`src/rtl/display_source_ctrl.sv`:
```
// Two-source arbiter for the 4-digit 7-segment display.
// Latches the winning BCD word with a hold window and leading-zero blanking.
module display_source_ctrl #(
   parameter int unsigned HOLD_CYCLES = 27_000_000,
   parameter bit          BLANK_LZ    = 1'b1
) (
   input  logic        clk,
   input  logic        rst_n,
   input  logic        clear,
   input  logic        src0_valid,
   input  logic [15:0] src0_data,
   output logic        src0_ready,
   input  logic        src1_valid,
   input  logic [15:0] src1_data,
   output logic        src1_ready,
   output logic [3:0]  digit0,
   output logic [3:0]  digit1,
   output logic [3:0]  digit2,
   output logic [3:0]  digit3,
   output logic [1:0]  owner,
   output logic        busy
);

   localparam int unsigned CW =
      (HOLD_CYCLES > 1) ? $clog2(HOLD_CYCLES) : 1;
   localparam logic [CW-1:0] CNT_LOAD = CW'(HOLD_CYCLES - 1);

   typedef enum logic [1:0] {
      ST_IDLE = 2'd0,
      ST_HOLD = 2'd1,
      ST_OPEN = 2'd2
   } state_t;

   state_t        state;
   logic [CW-1:0] hold_cnt;
   logic [15:0]   disp;
   logic          acc0;
   logic          acc1;

   function automatic logic [15:0] blank_lz(input logic [15:0] d);
      logic [15:0] r;
      logic        lead;
      r    = d;
      lead = 1'b1;
      if (BLANK_LZ) begin
         for (int i = 3; i >= 1; i--) begin
            if (lead && d[i*4 +: 4] == 4'h0)
               r[i*4 +: 4] = 4'hF;
            else
               lead = 1'b0;
         end
      end
      return r;
   endfunction

   // Readies: owner-only during HOLD, src1 priority otherwise
   always_comb begin
      src0_ready = 1'b0;
      src1_ready = 1'b0;
      if (rst_n && !clear) begin
         if (state == ST_HOLD) begin
            src0_ready = (owner == 2'b01);
            src1_ready = (owner == 2'b10);
         end else begin
            src1_ready = src1_valid;
            src0_ready = !src1_valid;
         end
      end
   end

   assign acc0 = src0_valid && src0_ready;
   assign acc1 = src1_valid && src1_ready;

   assign digit0 = disp[3:0];
   assign digit1 = disp[7:4];
   assign digit2 = disp[11:8];
   assign digit3 = disp[15:12];

   // State, display word, owner and hold counter
   always_ff @(posedge clk or negedge rst_n) begin
      if (!rst_n) begin
         state    <= ST_IDLE;
         disp     <= 16'hFFFF;
         owner    <= 2'b00;
         busy     <= 1'b0;
         hold_cnt <= '0;
      end else if (clear) begin
         state    <= ST_IDLE;
         disp     <= 16'hFFFF;
         owner    <= 2'b00;
         busy     <= 1'b0;
         hold_cnt <= '0;
      end else if (acc0 || acc1) begin
         state    <= ST_HOLD;
         disp     <= blank_lz(acc1 ? src1_data : src0_data);
         owner    <= acc1 ? 2'b10 : 2'b01;
         busy     <= 1'b1;
         hold_cnt <= CNT_LOAD;
      end else if (state == ST_HOLD) begin
         if (hold_cnt == '0) begin
            state <= ST_OPEN;
            busy  <= 1'b0;
         end else begin
            hold_cnt <= hold_cnt - 1'b1;
         end
      end
   end

endmodule

```
`config.mk`:
```
export PLATFORM = sky130hd
export DESIGN_NAME = display_source_ctrl
export DESIGN_NICKNAME = d
export VERILOG_FILES = /design/src/rtl/display_source_ctrl.sv
export SDC_FILE = /design/constraint.sdc
export NUM_CORES = 1
export LEC_CHECK = 0
export CAP_MARGIN = 20
export CELL_PAD_IN_SITES_DETAIL_PLACEMENT = 0
export CELL_PAD_IN_SITES_GLOBAL_PLACEMENT = 1
export CORE_ASPECT_RATIO = 1.4
export CORE_MARGIN = 5
export CORE_UTILIZATION = 30
export DETAILED_ROUTE_END_ITERATION = 10
export DONT_BUFFER_PORTS = 1
export PLACE_DENSITY = 0.55
export SETUP_SLACK_MARGIN = 0.05
export SYNTH_ARGS = -nofsm -noshare
export SYNTH_HDL_FRONTEND = slang
export SYNTH_SLANG_ARGS = --single-unit
```
`constraint.sdc`:
```
create_clock -name clk -period 2.8 [get_ports clk]
set_clock_uncertainty 0.2 [all_clocks]
set_input_delay 0.56 -clock clk [delete_from_list [all_inputs] [get_ports clk]]
set_output_delay 0.56 -clock clk [all_outputs]
set_load 0.02 [all_outputs]
```
Yosys cells after proc, flatten, opt, wreduce, memory -nomap -nowiden

Cells that the tools add are included.

Bits in registers: 46
Input bits: 37
Output and inout port bits: 21
Word-level logic and storage cells: 58

Add/sub/neg operators: 1
Equality and inequality tests: 4
Muxes and demuxes: 31
Reductions and logical operators: 17

Operators by type and width:

| operator                                                              | count |
|---|---|
| 25-bit two-way mux                                                    | 4 |
| 16-bit two-way mux                                                    | 3 |
| 25-bit logical NOT                                                    | 1 |
| 25-bit by 1-bit subtractor with 25-bit output, second input constant  | 1 |
| 1-bit two-way mux                                                     | 14 |
| 2-bit two-way mux                                                     | 7 |
| 4-bit logical NOT                                                     | 3 |
| 4-bit two-way mux                                                     | 3 |
| 3-bit nonzero test                                                    | 2 |
| 1-bit logical AND                                                     | 5 |
| 2-bit by 1-bit equality test with 1-bit output, second input constant | 2 |
| 2-bit AND reduction                                                   | 2 |
| 3-bit inequality test, second input constant                          | 1 |
| 2-bit equality test, second input constant                            | 1 |
| 1-bit logical NOT                                                     | 2 |
| 2-bit nonzero test                                                    | 1 |
| 1-bit logical OR                                                      | 1 |

Depth between registers and ports, before layout

Gate-level depths: netlist of the first run.

Depth after elaboration: 17
Gate-level depth with buffers: 9

Least setup slack after synthesis of the first run

No wires, ideal clock.

Kind: flip-flop to flip-flop
Start: register hold_cnt[0]
End: register hold_cnt[22]
Setup time: 137 ps
Arrival time: 2191 ps
Required time: 2463 ps
Slack: 272 ps
Cell stages (with the launch flop): 8
Clock period less this slack: 2528 ps
Path through: dfrtp_1 -> inv_1 -> ha_1 -> or4b_2 -> nor4_1 -> nand3_1 -> o41ai_1 -> a21oi_1

Word-level cells in the longest chain between the ends: 5

Ends and longest elaborated chain:

| what                                          | line | text |
|---|---|---|
| start, declared                               | 35   | `logic [CW-1:0] hold_cnt;` |
| start signal, assigned                        | 104  | `hold_cnt <= hold_cnt - 1'b1;` |
| 25-bit by 1-bit subtractor with 25-bit output | 104  |  |
| 25-bit two-way mux                            | 100  | `if (hold_cnt == '0) begin` |
| 25-bit two-way mux                            | 99   | `end else if (state == ST_HOLD) begin` |
| 25-bit two-way mux                            | 93   | `end else if (acc0 \|\| acc1) begin` |
| 25-bit two-way mux                            | 87   | `end else if (clear) begin` |

Parallel ways exist; a longest one is shown, timed or not. The select of a mux whose other input is x is not followed.
A chain may end at the register's enable or synchronous reset.

Final worst setup path of the first run

Start: register hold_cnt[13]
End: register hold_cnt[19]

The elaborated chain is that of the path after synthesis.

==> flow_summary.ini, run 1 <==
[detailed_routing]
routed_via_density = 5.86
final_antenna_net_count = 0
vias = 2438
routed_wl_microns = 8470
drc = 0
wl_per_cell_microns = 20.4
drt_iter0_markers = 162
drtPass1Iterations = 4

[yosys]
netlist_instances = 293
synth.distinct_cells = 64
seq_area_frac_synth = 0.428
synth_area_sq_mm = 0.00268
synth_fp_nets = 332
synth_flop_cell = dfrtp_1
syn_avg_cell_area_sq_um = 9.15
synth_area_leader_cell = dfrtp_1
netlist.area_leader.share = 0.271
yosysWarnings = 0
synth-async-reset-ratio = 1.00
synth_edf_count = 0
ys_top_cells_by_area = dfrtp_1 27%, dfstp_2 16%, a31oi_1 7.0%, nand2_1 6.4%, nor2_1 3.1%
ys_ff_latch = 45

[pwr]
p_per_area_mw_per_mm2 = 719
netSwitchingFraction = 0.374
p_clk_frac = 0.271
p_sw_uw = 830
seq_power_share = 0.396
p_int_mw = 1.39
p_comb_frac = 0.334
power.total_mw = 2.22
max-vdd-ir-drop_uv = 292
p_leak_nw = 1.20

[timing]
final_hold_viol_count = 0
slew_viol_final = 0
fin_crit_ns = 2.58
worst_slew_pin_slew_ns = 0.838
finalCritPeriodShare = 0.922
timing.setup.tns_ns = 0
finalSetupViolCount = 0
fin_ws_ns = 0.217
rsz0062_at_grt = no
max_slew_margin = 0.438
max_freq_ghz = 0.387

[final_layout]
final_cells = 416
final_net_count = 349
finalInstanceArea_sq_mm = 0.00308
num_antenna_cells = 0
fill_cells = 925
syn_to_final_growth_pct = 15.1
drive_gt1_frac = 0.215

[critical_path]
crit_type = register to register
reg2reg_from = hold_cnt[13]$_DFFE_PN0P_
setup.worst_path.start_class = register
setup.worst_path.end_class = register
rrSetupSlack_ns = 0.22
worstPathArrival_ns = 2.59
r2r_end = hold_cnt[19]$_DFFE_PN0P_
cp_data_required_time_ns = 2.81
reg2regPathDepth = 5
crit_path_max_fanout = 5

[clocking]
root_buffer = clkbuf_16
cts.sinks = 45
worstSkewPairLatency_ns = 0.30
clk_path_buf_depth = 2
clk_pin_slew_worst_paths_ns = 0.07
htreeDepth = 2
cts_inserted_buffers = 5
cts_tree = done

[placement]
place_congestion = 0.806
port_buffers = 0
dp_hpwl_microns = 6020
postPlaceCellArea_sq_mm = 0.00287
dpl_worst_slack_ns = 0.118
dp.cells = 403

[die]
start_util = 0.310
dieArea_sq_mm = 0.0110
die_h_microns = 122
core_area_sq_mm = 0.00866
boundaryPins = 58
rows = 40
die_w_microns = 89.9

[global_route]
grt_usage = 0.159
grt_pass1_wl_microns = 14200
grt_antenna_before_repair = 0
grt_pass1_vias = 2690
overflow = 0
grt_max_degree = 46

[worst_hold_path]
holdPathEnd = hold_cnt[3]$_DFFE_PN0P_
hold_depth = 1
hp-start = clear
min_path_type = input pin to register

[job]
drv_cap = 0

[run_status]
status = complete, no violations
-- placed cells by master, fill, tap and decap left out, types with 3 or more instances in the layout --
master,netlist,routed
clkbuf_16,0,5
nand3_1,5,5
dfrtp_1,29,29
o21ai_0,3,3
a21oi_1,9,9
or3_1,5,5
inv_1,5,5
nor3_1,11,11
o211ai_1,5,5
buf_4,1,25
o41ai_1,5,5
xnor2_1,3,3
nor4_1,11,11
nor2_1,22,22
or4_2,6,6
a31oi_1,30,29
dfstp_2,16,16
nor2b_1,3,3
o31ai_1,6,6
o311ai_0,3,3
nand2_1,46,46
-- layout make-up --
| class | count | area [sq um] | area share |
|---|---|---|---|
| multi-input cells | 226 | 1420 | 0.460 |
| flip-flops and latches | 45 | 1150 | 0.372 |
| repair buffers | 27 | 225 | 0.0730 |
| clock buffers | 6 | 129 | 0.0418 |
| well taps | 105 | 131 | 0.0426 |
| clock inverters | 2 | 15.0 | 0.00487 |
| inverters | 5 | 18.8 | 0.00609 |
-- Yosys cell counts (3+ instances only) --
master / count
nand2_1: 46
a31oi_1: 30
dfrtp_1: 29
nor2_1: 22
dfstp_2: 16
nor3_1: 11
nor4_1: 11
a21oi_1: 9
clkbuf_1: 8
o31ai_1: 6
or4_2: 6
inv_1: 5
nand3_1: 5
o211ai_1: 5
o41ai_1: 5
or3_1: 5
nor2b_1: 3
o21ai_0: 3
o311ai_0: 3
xnor2_1: 3
-- stage by stage --
step,hold slack (ns),utilization
after floorplan,0.0644,-
after global placement,0.0672,0.332
after detailed placement,0.0683,0.332
after CTS,0.119,0.353
after global routing,0.111,0.356
final,0.124,0.356
-- state kept, by name, summed over array words and instances, names as in the netlist --
register	flops
state	2
hold_cnt	25
disp	16
owner	2
-- how the worst max path moves through the flow --
| stage | start | to | slack, ns |
|---|---|---|---|
| after global routing | hold_cnt[0]$_DFFE_PN0P_ | hold_cnt[22]$_DFFE_PN0P_ | 0.07 |
| final | hold_cnt[13]$_DFFE_PN0P_ | hold_cnt[19]$_DFFE_PN0P_ | 0.22 |
| after global placement | hold_cnt[11]$_DFFE_PN0P_ | hold_cnt[19]$_DFFE_PN0P_ | 0.17 |
| after detailed placement | hold_cnt[11]$_DFFE_PN0P_ | hold_cnt[13]$_DFFE_PN0P_ | 0.12 |
| after floorplan | hold_cnt[0]$_DFFE_PN0P_ | hold_cnt[22]$_DFFE_PN0P_ | 0.27 |
| after CTS | hold_cnt[11]$_DFFE_PN0P_ | hold_cnt[19]$_DFFE_PN0P_ | 0.10 |
-- power groups by stage --
stage | Clock, mW | Combinational (mW) | Sequential (mW)
floorplan | 0 | 0.495 | 0.863
global placement | 0 | 0.698 | 0.888
detailed placement | 0 | 0.690 | 0.888
CTS | 0.618 | 0.717 | 0.877
global route | 0.652 | 0.820 | 0.894
finish | 0.600 | 0.741 | 0.877
-- routing by layer --
metal | track usage | part of all wire
met5 | 0 | 0
met4 | 0.0493 | 0.017
met3 | 0.0476 | 0.071
met2 | 0.293 | 0.52
met1 | 0.176 | 0.39
-- logic make-up after synthesis --
| group | synth area share |
|---|---|
| compound gates | 0.237 |
| xor+xnor | 0.0163 |
| fa+ha+maj | 0.00934 |
| buf+inv | 0.0486 |
| flops | 0.428 |
| mux | 0.00747 |
| simple gates | 0.254 |
-- critical path: stages, from the launching register on --
cell and delay, ns:
dfrtp_1 0.42, or3_1 0.38, buf_4 0.18, or4_1 0.57, or4_2 0.56, a31oi_1 0.19
-- timing repair --
| action | in CTS | in global routing |
|---|---|---|
| buffers inserted | 0 | 3 |
| setup endpoints to repair | 0 | 8 |
| endpoints found under the hold margin | 45 | 0 |
| hold buffers | 2 | 0 |
| resized for setup | 0 | 1 |
Power figures use the tool's default switching activity.
==> run 2, diff against run 1 <==
- CORE_MARGIN: 5 -> 4
- CTS_CLUSTER_SIZE: unset -> 20
==> run 2 against run 1 <==
Utilization increased by 0.10 points. Fmax decreased by 2.2%. Clock-buffer cell count is the same. Power grew 4.6%. First-iteration DRC count rose by 25%. Non-clock buffer count is 2 lower. Highest routed layer unchanged. Sequential power up 0.5%. Critical path depth grew 1. Largest power group unchanged. Via count grew 0.37%. Register-to-register slack got worse by 0.06 ns. Setup slack worse by 0.057 ns.
==> flow_summary.ini, run 2 (synthesized netlist as in run 1, its figures left out) <==
[critical_path]
worstPathArrival_ns = 2.62
setup.worst_path.end_class = register
setup.worst_path.start_class = register
crit_type = register to register
cp_data_required_time_ns = 2.78
crit_path_max_fanout = 11

[timing]
finalSetupViolCount = 0
timing.setup.tns_ns = 0
max_freq_ghz = 0.379
slew_viol_final = 0
max_slew_margin = 0.440
hold_ws_ns = 0.130
final_hold_viol_count = 0
rsz0062_at_grt = no
worst_slew_pin_slew_ns = 0.835
fin_crit_ns = 2.64
finalCritPeriodShare = 0.943

[die]
boundaryPins = 58
die_h_microns = 120
die_w_microns = 87.9
core_area_sq_mm = 0.00866
rows = 40
start_util = 0.310
dieArea_sq_mm = 0.0105

[detailed_routing]
final_antenna_net_count = 0
drc = 0
drtPass1Iterations = 6
vias = 2447
routed_via_density = 5.91
wl_per_cell_microns = 20.3
routed_wl_microns = 8400
drt_iter0_markers = 203

[clocking]
root_buffer = clkbuf_16
worstSkewPairLatency_ns = 0.29
clk_path_buf_depth = 2
cts_resized = 0
cts_inserted_buffers = 5
cts_tree = done
cts.sinks = 45
htreeDepth = 2
clk_pin_slew_worst_paths_ns = 0.07

[global_route]
grt_max_degree = 46
grt_antenna_before_repair = 0
overflow = 0
grt_usage = 0.169
grt_pass1_vias = 2608
grt_pass1_wl_microns = 14000

[final_layout]
top_register = hold_cnt
largest_reg_flops = 25
drive_gt1_frac = 0.214
syn_to_final_growth_pct = 15.4
reg_top3 = hold_cnt (25), disp (16)
num_antenna_cells = 0
final_cell_mix = 46 x nand2_1, 29 x a31oi_1, 29 x dfrtp_1
final_cells = 414
final_net_count = 347
final_common_cell = nand2_1
post-route-util = 0.357

[pwr]
p_sw_uw = 824
p_leak_nw = 1.21
p_clk_frac = 0.309
netSwitchingFraction = 0.355
max-vdd-ir-drop_uv = 401
p_per_area_mw_per_mm2 = 750
seq_power_share = 0.380
power.total_mw = 2.32
p_comb_frac = 0.312
p_int_mw = 1.50

[placement]
dp.cells = 404
place_congestion = 0.830
dp_hpwl_microns = 6030
port_buffers = 0

[run_status]
status = complete, no violations

[job]
drv_cap = 0

[worst_hold_path]
min_path_type = input pin to register
run 2: changes by cell type in the layout (fill, tap and decap cells not counted):
cell        delta
nor4_4         -1
clkbuf_1       -1
clkbuf_8       +1
bufinv_16      +1
nor4_2         +1
clkinvlp_4     -1
buf_4          -2
run 2: routing by layer:
layer  up-vias  share of wire  GRT usage
met5         -              0          0
met4         0         0.0095     0.0374
met3         7          0.054     0.0453
met2        55           0.52      0.298
met1      1218           0.41      0.203
li1       1167              -          -
run 2: path summary, 6_finish.rpt:
| check | from | endpoint | slack [ns] | cells after the start |
|---|---|---|---|---|
| setup / recovery | hold_cnt[3]$_DFFE_PN0P_ | hold_cnt[20]$_DFFE_PN0P_ | 0.16 | 6 |
| hold / removal | clear | hold_cnt[3]$_DFFE_PN0P_ | 0.13 | 1 |
| setup reg to reg | hold_cnt[3]$_DFFE_PN0P_ | hold_cnt[20]$_DFFE_PN0P_ | 0.16 | 6 |
| hold reg to reg | hold_cnt[15]$_DFFE_PN0P_ | hold_cnt[15]$_DFFE_PN0P_ | 0.33 | 1 |
| max in group asynchronous | rst_n | disp[0]$_DFFE_PN1P_ | 1.54 | 2 |
| min in group asynchronous | rst_n | hold_cnt[20]$_DFFE_PN0P_ | 0.58 | 2 |
run 2: final cells by class:
| class | count | area (sq um) |
|---|---|---|
| Inverter | 5 | 18.8 |
| Sequential cell | 45 | 1150 |
| Fill cell | 907 | 5570 |
| Multi-Input combinational cell | 226 | 1410 |
| Tap cell | 105 | 131 |
| Timing Repair Buffer | 25 | 210 |
| Clock inverter | 2 | 37.5 |
| Clock buffer | 6 | 139 |
run 2: worst max-delay path, stage by stage (launching register included):
cell and delay, ns:
dfrtp_1 0.44, or4_4 0.56, or4_4 0.54, o21ai_4 0.31
buf_4 0.21, a22oi_1 0.09, o22a_1 0.18
run 2: power by group through the flow:
stage / sequential, mW / clock [mW] / combinational, mW
2_1_floorplan: 0.863 / 0 / 0.495
3_3_place_gp: 0.890 / 0 / 0.699
3_5_place_dp: 0.889 / 0 / 0.696
4_1_cts: 0.880 / 0.730 / 0.722
5_1_grt: 0.898 / 0.762 / 0.802
6_report: 0.881 / 0.716 / 0.723
run 2: stage by stage:
stage	worst slack [ns]	area, sq um
after CTS	0.144	3090
after floorplan	0.272	2680
after global routing	0.0709	3090
after detailed placement	0.162	2880
after global placement	0.197	2880
final	0.160	3090
run 2: what timing repair did:
action / 4_1_cts / 5_1_grt
hold buffers: 2 / 0
hold endpoints to repair: 45 / 0
endpoints found under the setup margin: 0 / 1
setup buffers: 0 / 0
